--- src/rtl/niski_pkg.sv ---
// Shared types, LCD command constants and display helpers for the Niski demo.
package niski_pkg;

    localparam int unsigned TIMER_W    = 24;
    localparam int unsigned LCD_ITEMS  = 9;
    localparam int unsigned ITEM_IDX_W = 4;
    localparam int unsigned COUNT_W    = 16;

    localparam logic [7:0] LCD_FUNCTION_SET = 8'h38;
    localparam logic [7:0] LCD_DISPLAY_ON   = 8'h0C;
    localparam logic [7:0] LCD_ENTRY_MODE   = 8'h06;
    localparam logic [7:0] LCD_CLEAR        = 8'h01;

    typedef enum logic [2:0] {
        LCD_POWERUP,
        LCD_SETUP,
        LCD_PULSE,
        LCD_WAIT,
        LCD_DONE
    } lcd_state_t;

    typedef struct packed {
        logic       rs;
        logic [7:0] data;
    } lcd_item_t;

    // Init commands followed by the text "Niski".
    function automatic lcd_item_t lcd_rom(input logic [ITEM_IDX_W-1:0] idx);
        lcd_item_t item;
        item.rs   = 1'b1;
        item.data = 8'h00;
        case (idx)
            4'd0:    begin item.rs = 1'b0; item.data = LCD_FUNCTION_SET; end
            4'd1:    begin item.rs = 1'b0; item.data = LCD_DISPLAY_ON;   end
            4'd2:    begin item.rs = 1'b0; item.data = LCD_ENTRY_MODE;   end
            4'd3:    begin item.rs = 1'b0; item.data = LCD_CLEAR;        end
            4'd4:    item.data = 8'h4E;
            4'd5:    item.data = 8'h69;
            4'd6:    item.data = 8'h73;
            4'd7:    item.data = 8'h6B;
            4'd8:    item.data = 8'h69;
            default: begin item.rs = 1'b0; item.data = 8'h00; end
        endcase
        return item;
    endfunction

    // Hex nibble to active-low segments, bit order {g,f,e,d,c,b,a}.
    function automatic logic [6:0] hex_to_seg(input logic [3:0] nib);
        logic [6:0] seg;
        case (nib)
            4'h0: seg = 7'h40;
            4'h1: seg = 7'h79;
            4'h2: seg = 7'h24;
            4'h3: seg = 7'h30;
            4'h4: seg = 7'h19;
            4'h5: seg = 7'h12;
            4'h6: seg = 7'h02;
            4'h7: seg = 7'h78;
            4'h8: seg = 7'h00;
            4'h9: seg = 7'h10;
            4'hA: seg = 7'h08;
            4'hB: seg = 7'h03;
            4'hC: seg = 7'h46;
            4'hD: seg = 7'h21;
            4'hE: seg = 7'h06;
            default: seg = 7'h0E;
        endcase
        return seg;
    endfunction

endpackage

--- src/rtl/niski_lcd_seq.sv ---
// HD44780 8-bit write sequencer: power-up delay, init commands, then "Niski".
module niski_lcd_seq
    import niski_pkg::*;
#(
    parameter int unsigned LCD_POWERUP_CYCLES    = 2500,
    parameter int unsigned LCD_E_CYCLES          = 12,
    parameter int unsigned LCD_WAIT_CYCLES       = 1250,
    parameter int unsigned LCD_CLEAR_WAIT_CYCLES = 5000
) (
    input  logic       clk,
    input  logic       rst,
    output logic       rs,
    output logic       e,
    output logic [7:0] data
);

    localparam logic [TIMER_W-1:0]    POWERUP_LAST = TIMER_W'(LCD_POWERUP_CYCLES - 1);
    localparam logic [TIMER_W-1:0]    E_LAST       = TIMER_W'(LCD_E_CYCLES - 1);
    localparam logic [TIMER_W-1:0]    WAIT_LAST    = TIMER_W'(LCD_WAIT_CYCLES - 1);
    localparam logic [TIMER_W-1:0]    CLEAR_LAST   = TIMER_W'(LCD_CLEAR_WAIT_CYCLES - 1);
    localparam logic [ITEM_IDX_W-1:0] LAST_IDX     = ITEM_IDX_W'(LCD_ITEMS - 1);

    lcd_state_t            state = LCD_POWERUP;
    lcd_state_t            state_d;
    logic [TIMER_W-1:0]    timer = '0;
    logic [TIMER_W-1:0]    timer_d;
    logic [ITEM_IDX_W-1:0] idx = '0;
    logic [ITEM_IDX_W-1:0] idx_d;
    logic                  rs_q = 1'b0;
    logic                  e_q = 1'b0;
    logic [7:0]            data_q = 8'h00;
    logic                  rs_d;
    logic                  e_d;
    logic [7:0]            data_d;
    logic [TIMER_W-1:0]    wait_last;
    lcd_item_t             item;

    // The clear command needs a much longer settle time than the others.
    assign wait_last = (!rs_q && (data_q == LCD_CLEAR)) ? CLEAR_LAST : WAIT_LAST;

    // State, timers and registered pin values.
    always_ff @(posedge clk) begin
        if (rst) begin
            state  <= LCD_POWERUP;
            timer  <= '0;
            idx    <= '0;
            rs_q   <= 1'b0;
            e_q    <= 1'b0;
            data_q <= 8'h00;
        end else begin
            state  <= state_d;
            timer  <= timer_d;
            idx    <= idx_d;
            rs_q   <= rs_d;
            e_q    <= e_d;
            data_q <= data_d;
        end
    end

    // Next-state, timer and item index.
    always_comb begin
        state_d = state;
        timer_d = timer + TIMER_W'(1);
        idx_d   = idx;
        case (state)
            LCD_POWERUP: begin
                if (timer == POWERUP_LAST) begin
                    state_d = LCD_SETUP;
                    timer_d = '0;
                end
            end
            LCD_SETUP: begin
                state_d = LCD_PULSE;
                timer_d = '0;
            end
            LCD_PULSE: begin
                if (timer == E_LAST) begin
                    state_d = LCD_WAIT;
                    timer_d = '0;
                end
            end
            LCD_WAIT: begin
                if (timer == wait_last) begin
                    timer_d = '0;
                    if (idx == LAST_IDX) begin
                        state_d = LCD_DONE;
                    end else begin
                        state_d = LCD_SETUP;
                        idx_d   = idx + ITEM_IDX_W'(1);
                    end
                end
            end
            default: begin
                state_d = LCD_DONE;
                timer_d = timer;
            end
        endcase
    end

    // Next pin values: bus loads on entry to SETUP, E follows PULSE.
    always_comb begin
        item   = lcd_rom(idx_d);
        rs_d   = rs_q;
        data_d = data_q;
        e_d    = (state_d == LCD_PULSE);
        if (state_d == LCD_SETUP) begin
            rs_d   = item.rs;
            data_d = item.data;
        end
    end

    assign rs   = rs_q;
    assign e    = e_q;
    assign data = data_q;

endmodule

--- src/rtl/niski_dut.sv ---
// Niski board top: button sync, press counter, 7-seg mux, LEDs and LCD writer.
module niski_dut
    import niski_pkg::*;
#(
    parameter int unsigned LCD_POWERUP_CYCLES    = 2500,
    parameter int unsigned LCD_E_CYCLES          = 12,
    parameter int unsigned LCD_WAIT_CYCLES       = 1250,
    parameter int unsigned LCD_CLEAR_WAIT_CYCLES = 5000,
    parameter int unsigned REFRESH_CYCLES        = 256
) (
    input  logic       CLK_PIN,
    input  logic [4:0] BTN_PINS,
    output logic [3:0] LED_PINS,
    output logic [6:0] SEVSEG_SEG_PINS,
    output logic [3:0] SEVSEG_SEL_PINS,
    output logic       LCD_RS_PIN,
    output logic       LCD_RW_PIN,
    output logic       LCD_E_PIN,
    output logic [7:0] LCD_DATA_PINS
);

    localparam int unsigned REFRESH_W = $clog2(REFRESH_CYCLES + 1);
    localparam logic [REFRESH_W-1:0] REFRESH_LAST = REFRESH_W'(REFRESH_CYCLES - 1);

    logic                 clk;
    logic                 rst;
    logic [3:0]           btn_meta = '0;
    logic [3:0]           btn_sync = '0;
    logic                 btn0_prev = 1'b0;
    logic [3:0]           led_q = '0;
    logic [COUNT_W-1:0]   press_count = '0;
    logic [REFRESH_W-1:0] refresh_cnt = '0;
    logic [1:0]           digit = '0;
    logic [3:0]           sel_q = 4'b1110;
    logic [6:0]           seg_q = 7'h40;
    logic [3:0]           nibble;

    assign clk = CLK_PIN;
    assign rst = ~BTN_PINS[4];

    // Two-flop synchroniser, LED mirror and press counter on BTN[0] rising.
    always_ff @(posedge clk) begin
        if (rst) begin
            btn_meta    <= '0;
            btn_sync    <= '0;
            btn0_prev   <= 1'b0;
            led_q       <= '0;
            press_count <= '0;
        end else begin
            btn_meta  <= BTN_PINS[3:0];
            btn_sync  <= btn_meta;
            btn0_prev <= btn_sync[0];
            led_q     <= btn_sync;
            if (btn_sync[0] && !btn0_prev) begin
                press_count <= press_count + COUNT_W'(1);
            end
        end
    end

    assign nibble = 4'(press_count >> {digit, 2'b00});

    // Digit scan: dwell REFRESH_CYCLES per digit and register SEL/SEG.
    always_ff @(posedge clk) begin
        if (rst) begin
            refresh_cnt <= '0;
            digit       <= '0;
            sel_q       <= 4'b1110;
            seg_q       <= 7'h40;
        end else begin
            if (refresh_cnt == REFRESH_LAST) begin
                refresh_cnt <= '0;
                digit       <= digit + 2'd1;
            end else begin
                refresh_cnt <= refresh_cnt + REFRESH_W'(1);
            end
            sel_q <= ~(4'b0001 << digit);
            seg_q <= hex_to_seg(nibble);
        end
    end

    niski_lcd_seq #(
        .LCD_POWERUP_CYCLES   (LCD_POWERUP_CYCLES),
        .LCD_E_CYCLES         (LCD_E_CYCLES),
        .LCD_WAIT_CYCLES      (LCD_WAIT_CYCLES),
        .LCD_CLEAR_WAIT_CYCLES(LCD_CLEAR_WAIT_CYCLES)
    ) u_lcd_seq (
        .clk (clk),
        .rst (rst),
        .rs  (LCD_RS_PIN),
        .e   (LCD_E_PIN),
        .data(LCD_DATA_PINS)
    );

    assign LCD_RW_PIN      = 1'b0;
    assign LED_PINS        = led_q;
    assign SEVSEG_SEL_PINS = sel_q;
    assign SEVSEG_SEG_PINS = seg_q;

endmodule

--- config.mk ---
export PLATFORM = sky130hd
export DESIGN_NAME = niski_dut
export DESIGN_NICKNAME = d
export VERILOG_FILES = /design/src/rtl/niski_pkg.sv /design/src/rtl/niski_lcd_seq.sv /design/src/rtl/niski_dut.sv
export SDC_FILE = /design/constraint.sdc
export NUM_CORES = 1
export LEC_CHECK = 0
export ABC_AREA = 1
export CAP_MARGIN = 20
export CORE_MARGIN = 2
export CORE_UTILIZATION = 28
export CTS_CLUSTER_DIAMETER = 200
export DETAILED_ROUTE_END_ITERATION = 10
export GPL_ROUTABILITY_DRIVEN = 1
export MAX_ROUTING_LAYER = met4
export PLACE_DENSITY_LB_ADDON = 0.08
export SLEW_MARGIN = 20
export SYNTH_ARGS = -nofsm -noshare
export SYNTH_HDL_FRONTEND = slang
export SYNTH_SLANG_ARGS = --single-unit
--- constraint.sdc ---
create_clock -name CLK_PIN -period 3.7 [get_ports CLK_PIN]
set_clock_uncertainty 0.1 [all_clocks]
set_input_delay 0.925 -clock CLK_PIN [delete_from_list [all_inputs] [get_ports CLK_PIN]]
set_output_delay 0.925 -clock CLK_PIN [all_outputs]
set_load 0.03 [all_outputs]
==> impl_results.md <==
* Status: completed
* Crit share post-route at 0.692
* Min Tclk post-route at 2.56 ns
* Clock Tree Buf Depth at 2
* Fin util at 0.336
* DR WL/cell at 12.1 um
* Largest family of logic cells by synthesized area: simple AND/OR/NAND/NOR gates
* Die area at 18100 um2
* Async S/R FF share, synth at 0
* Starting DRT DRC Count at 228
* Grt total ovfl at 0
* # Post-CTS Setup Buffers at 0
* Fin. max-slew vios at 0
* LEAKAGE at 2.28 nW
* Vias in the first global route at 3926
* Final Hold Vio Count at 0
* DP Wirelength at 8.31 mm
* Critical Path End Type: flip-flop
* Nets at 729
* Levels on crit path at 14
* Total power at 2.01 mW
* Starting Density at 0.287
* Initial antenna violation count at 0
* Layout Cells excl Fill at 932
* Yosys warning total at 0
* Simple-gate share of the synthesized area at 0.341
* Final setup viols at 0
* Worst Path Buf+Inv at 4
* # Max-Cap Violations at 0
* Top cell type by total area after synthesis: dfxtp_1
* Sequential area share after synthesis at 0.377
* Worst path cell trace: buf_4 > inv_1 > nand3_1 > nor2_1 > nand4_1 > nand2_1 > nand2_1 > inv_1 > nand3_2 > a21oi_2 > nand2_1 > nand3_1 > nand2_1 > inv_1
* Commonest cells after routing, fill and taps aside: nand2_1, dfxtp_1, inv_1, nor2_1, a21oi_1
* Total track usage at 0.135
* Crit path max-delay cell type: dfxtp_1
* Pwr Density at 360 nW/um2
* Hold Path End: btn_sync[1]$_SDFF_PN0_
* Cts bufs inserted at 9
* Worst Hold Path Cells at 2
* Antenna fix cells at 0
* Unrepaired setup endpoints after global routing: false
* Setup_tns at 0 ns
* Global-route wire length before repair at 19.0 mm
* Root Driver: clkbuf_16
* Synth Area in XOR/XNOR at 0.0165
* Layout area overhead at 17.0%
* Routed wire length at 11.3 mm
* Port buffer count at 29
* Hold Buf Count CTS at 0
* Worst Hold Class: flip-flop to flip-flop
* Most used DFF post-synth: dfxtp_1
* Vias at 4157
* I/O pin count at 32
* Critical Path Source Type: flip-flop
* R2R Setup Slk at 1.14 ns
* Critical path peak fanout at 23
* Routability Congestion at 0.873
* Row count at 47
* Sink Count at 90
* Yosys cell types at 49
* Mapped Area at 4770 um2
* TritonCTS clock tree: built
* Critical path type: flip-flop to flip-flop
* Critical Path Max Stage Delay at 0.30 ns
* Measured slew at the worst slew-check pin at 0.663 ns
* Worst VDD drop at 0.267 mV
* Most frequent CP cell: nand2_1
* Clock transition at path regs at 0.08 ns
* Post-synthesis mux area share at 0
* Post-Synth Adder-Cell Area at 0.0419
* Final instance area at 5580 um2
* Worst slack, placed at 1.12 ns
* Worst EP arrival at 2.76 ns
* Core area at 16600 um2
* Fmax at 0.390 GHz
* CTS resizes at 0
* RR Startpoint: u_lcd_seq.state[2]$_SDFF_PN0_
* Htree depth at 3
* Worst skew pair latency at 0.35 ns
* FF+latch count, synth at 90
* Syn_area_per_cell at 7.01 um2
* Die Wd at 135 um
* Pre-antenna DRT Iters at 4
* Chip Height at 135 um
* EDFF count, synth at 0
* RR Endpoint: u_lcd_seq.data[5]$_SDFFE_PN0N_
* Area contributors post-synth: dfxtp_1, nand2_1, inv_1
* Most common cell after layout, fill and taps aside: nand2_1
* Area share of the largest cell type after synthesis at 0.377
* Crit-path leading delay family: simple AND/OR/NAND/NOR gates
* Worst reg-to-reg path cell count at 14
* Vias/cell at 4.46
* Max-Slew Margin vs Limit at 0.558
* Synth Area in Compound Gates at 0.128
* Worst Hold Launch: btn_meta[1]$_SDFF_PN0_
* CP required at 3.89 ns
* Share of layout cells above drive strength 1 at 0.110
* Inst Count DP at 916
* Post-Synthesis Cells at 681
* Worst Hold Margin at 0.315 ns
* DR DRC count at 0
* PnR worst setup slack at 1.14 ns
* Antenna-violating nets left at 0
* Largest net degree at the start of global routing at 35
* Post-DP Area at 5280 um2
flip-flops by register name (all words and copies together), names as in the netlist:
register	flops
press_count	16
u_lcd_seq.idx	4
u_lcd_seq.timer	24
btn_meta	4
u_lcd_seq.e	1
u_lcd_seq.rs	1
u_lcd_seq.state	3
btn_sync	4
refresh_cnt	9
digit	2
SEVSEG_SEL_PINS	4
u_lcd_seq.data	7
LED_PINS	4
SEVSEG_SEG_PINS	7
synth_stat cells (2+ instances only):
master / count
a211oi_1: 2
a21oi_1: 55
a21oi_2: 2
a32oi_1: 3
buf_2: 3
buf_4: 5
clkbuf_1: 11
clkinv_1: 2
dfxtp_1: 90
ha_1: 16
inv_1: 84
inv_2: 8
nand2_1: 153
nand2_2: 16
nand2_4: 4
nand3_1: 30
nand3_2: 3
nand3b_1: 5
nand4_1: 6
nor2_1: 83
nor2_2: 8
nor2_4: 2
nor3_1: 16
nor3_2: 3
nor3b_1: 5
nor4_2: 2
o2111ai_1: 2
o211ai_1: 2
o21a_1: 4
o21ai_0: 27
o21ai_1: 2
or2_1: 2
or2_2: 2
xnor2_1: 2
xor2_1: 7
layout make-up:
type                            count  area (um2)
Fill cell                        1759       11100
Tap cell                          220         275
Timing Repair Buffer               34         328
Multi-Input combinational cell    478        2520
Inverter                           94         353
Clock buffer                        9         225
Sequential cell                    90        1800
Clock inverter                      7        76.3
power by group:
part	switching, mW	leakage [nW]	total (mW)	internal (mW)
Clock	0.452	0.150	0.936	0.483
Sequential	0.0103	0.729	0.992	0.982
Combinational	0.0520	1.40	0.0827	0.0307
worst max-delay path by stage:
stage,from,to,slack [ns]
after floorplan,digit[0]$_SDFFE_PN0P_,SEVSEG_SEG_PINS[0]$_SDFF_PN0_,1.65
after global placement,u_lcd_seq.state[2]$_SDFF_PN0_,u_lcd_seq.data[5]$_SDFFE_PN0N_,1.14
after detailed placement,u_lcd_seq.state[2]$_SDFF_PN0_,u_lcd_seq.data[5]$_SDFFE_PN0N_,1.12
after CTS,u_lcd_seq.state[2]$_SDFF_PN0_,u_lcd_seq.data[5]$_SDFFE_PN0N_,1.10
after global routing,u_lcd_seq.state[2]$_SDFF_PN0_,u_lcd_seq.data[5]$_SDFFE_PN0N_,0.82
final,u_lcd_seq.state[2]$_SDFF_PN0_,u_lcd_seq.data[5]$_SDFFE_PN0N_,1.14
routing by layer:
metal	routed length, um	GRT usage	up-vias	part of all wire
met3	351	0.0383	9	0.031
met1	5460	0.169	1879	0.48
li1	-	-	2221	-
met5	0	-	-	0
met2	5360	0.212	48	0.47
met4	157	0.0380	0	0.014
logic make-up (layout without fill, tap and decap cells):
kind of cell             Yosys count  after routing
AND/OR/NAND/NOR                  345            345
buffers and inverters            114            144
AO/OA/AOI/OAI                    106            106
flip-flops                        90             90
adder cells (fa/ha/maj)           16             16
XOR/XNOR                           9              9
other                              1              2
worst reg2reg max path, delay by kind of cell (launching register included):
family / cells / cell delay [ns]
buffers and inverters: 4 / 0.69
DFF: 1 / 0.30
and+or+nand+nor: 9 / 1.27
AOI/OAI and AO/OA: 1 / 0.17
Power figures use the tool's default switching activity.
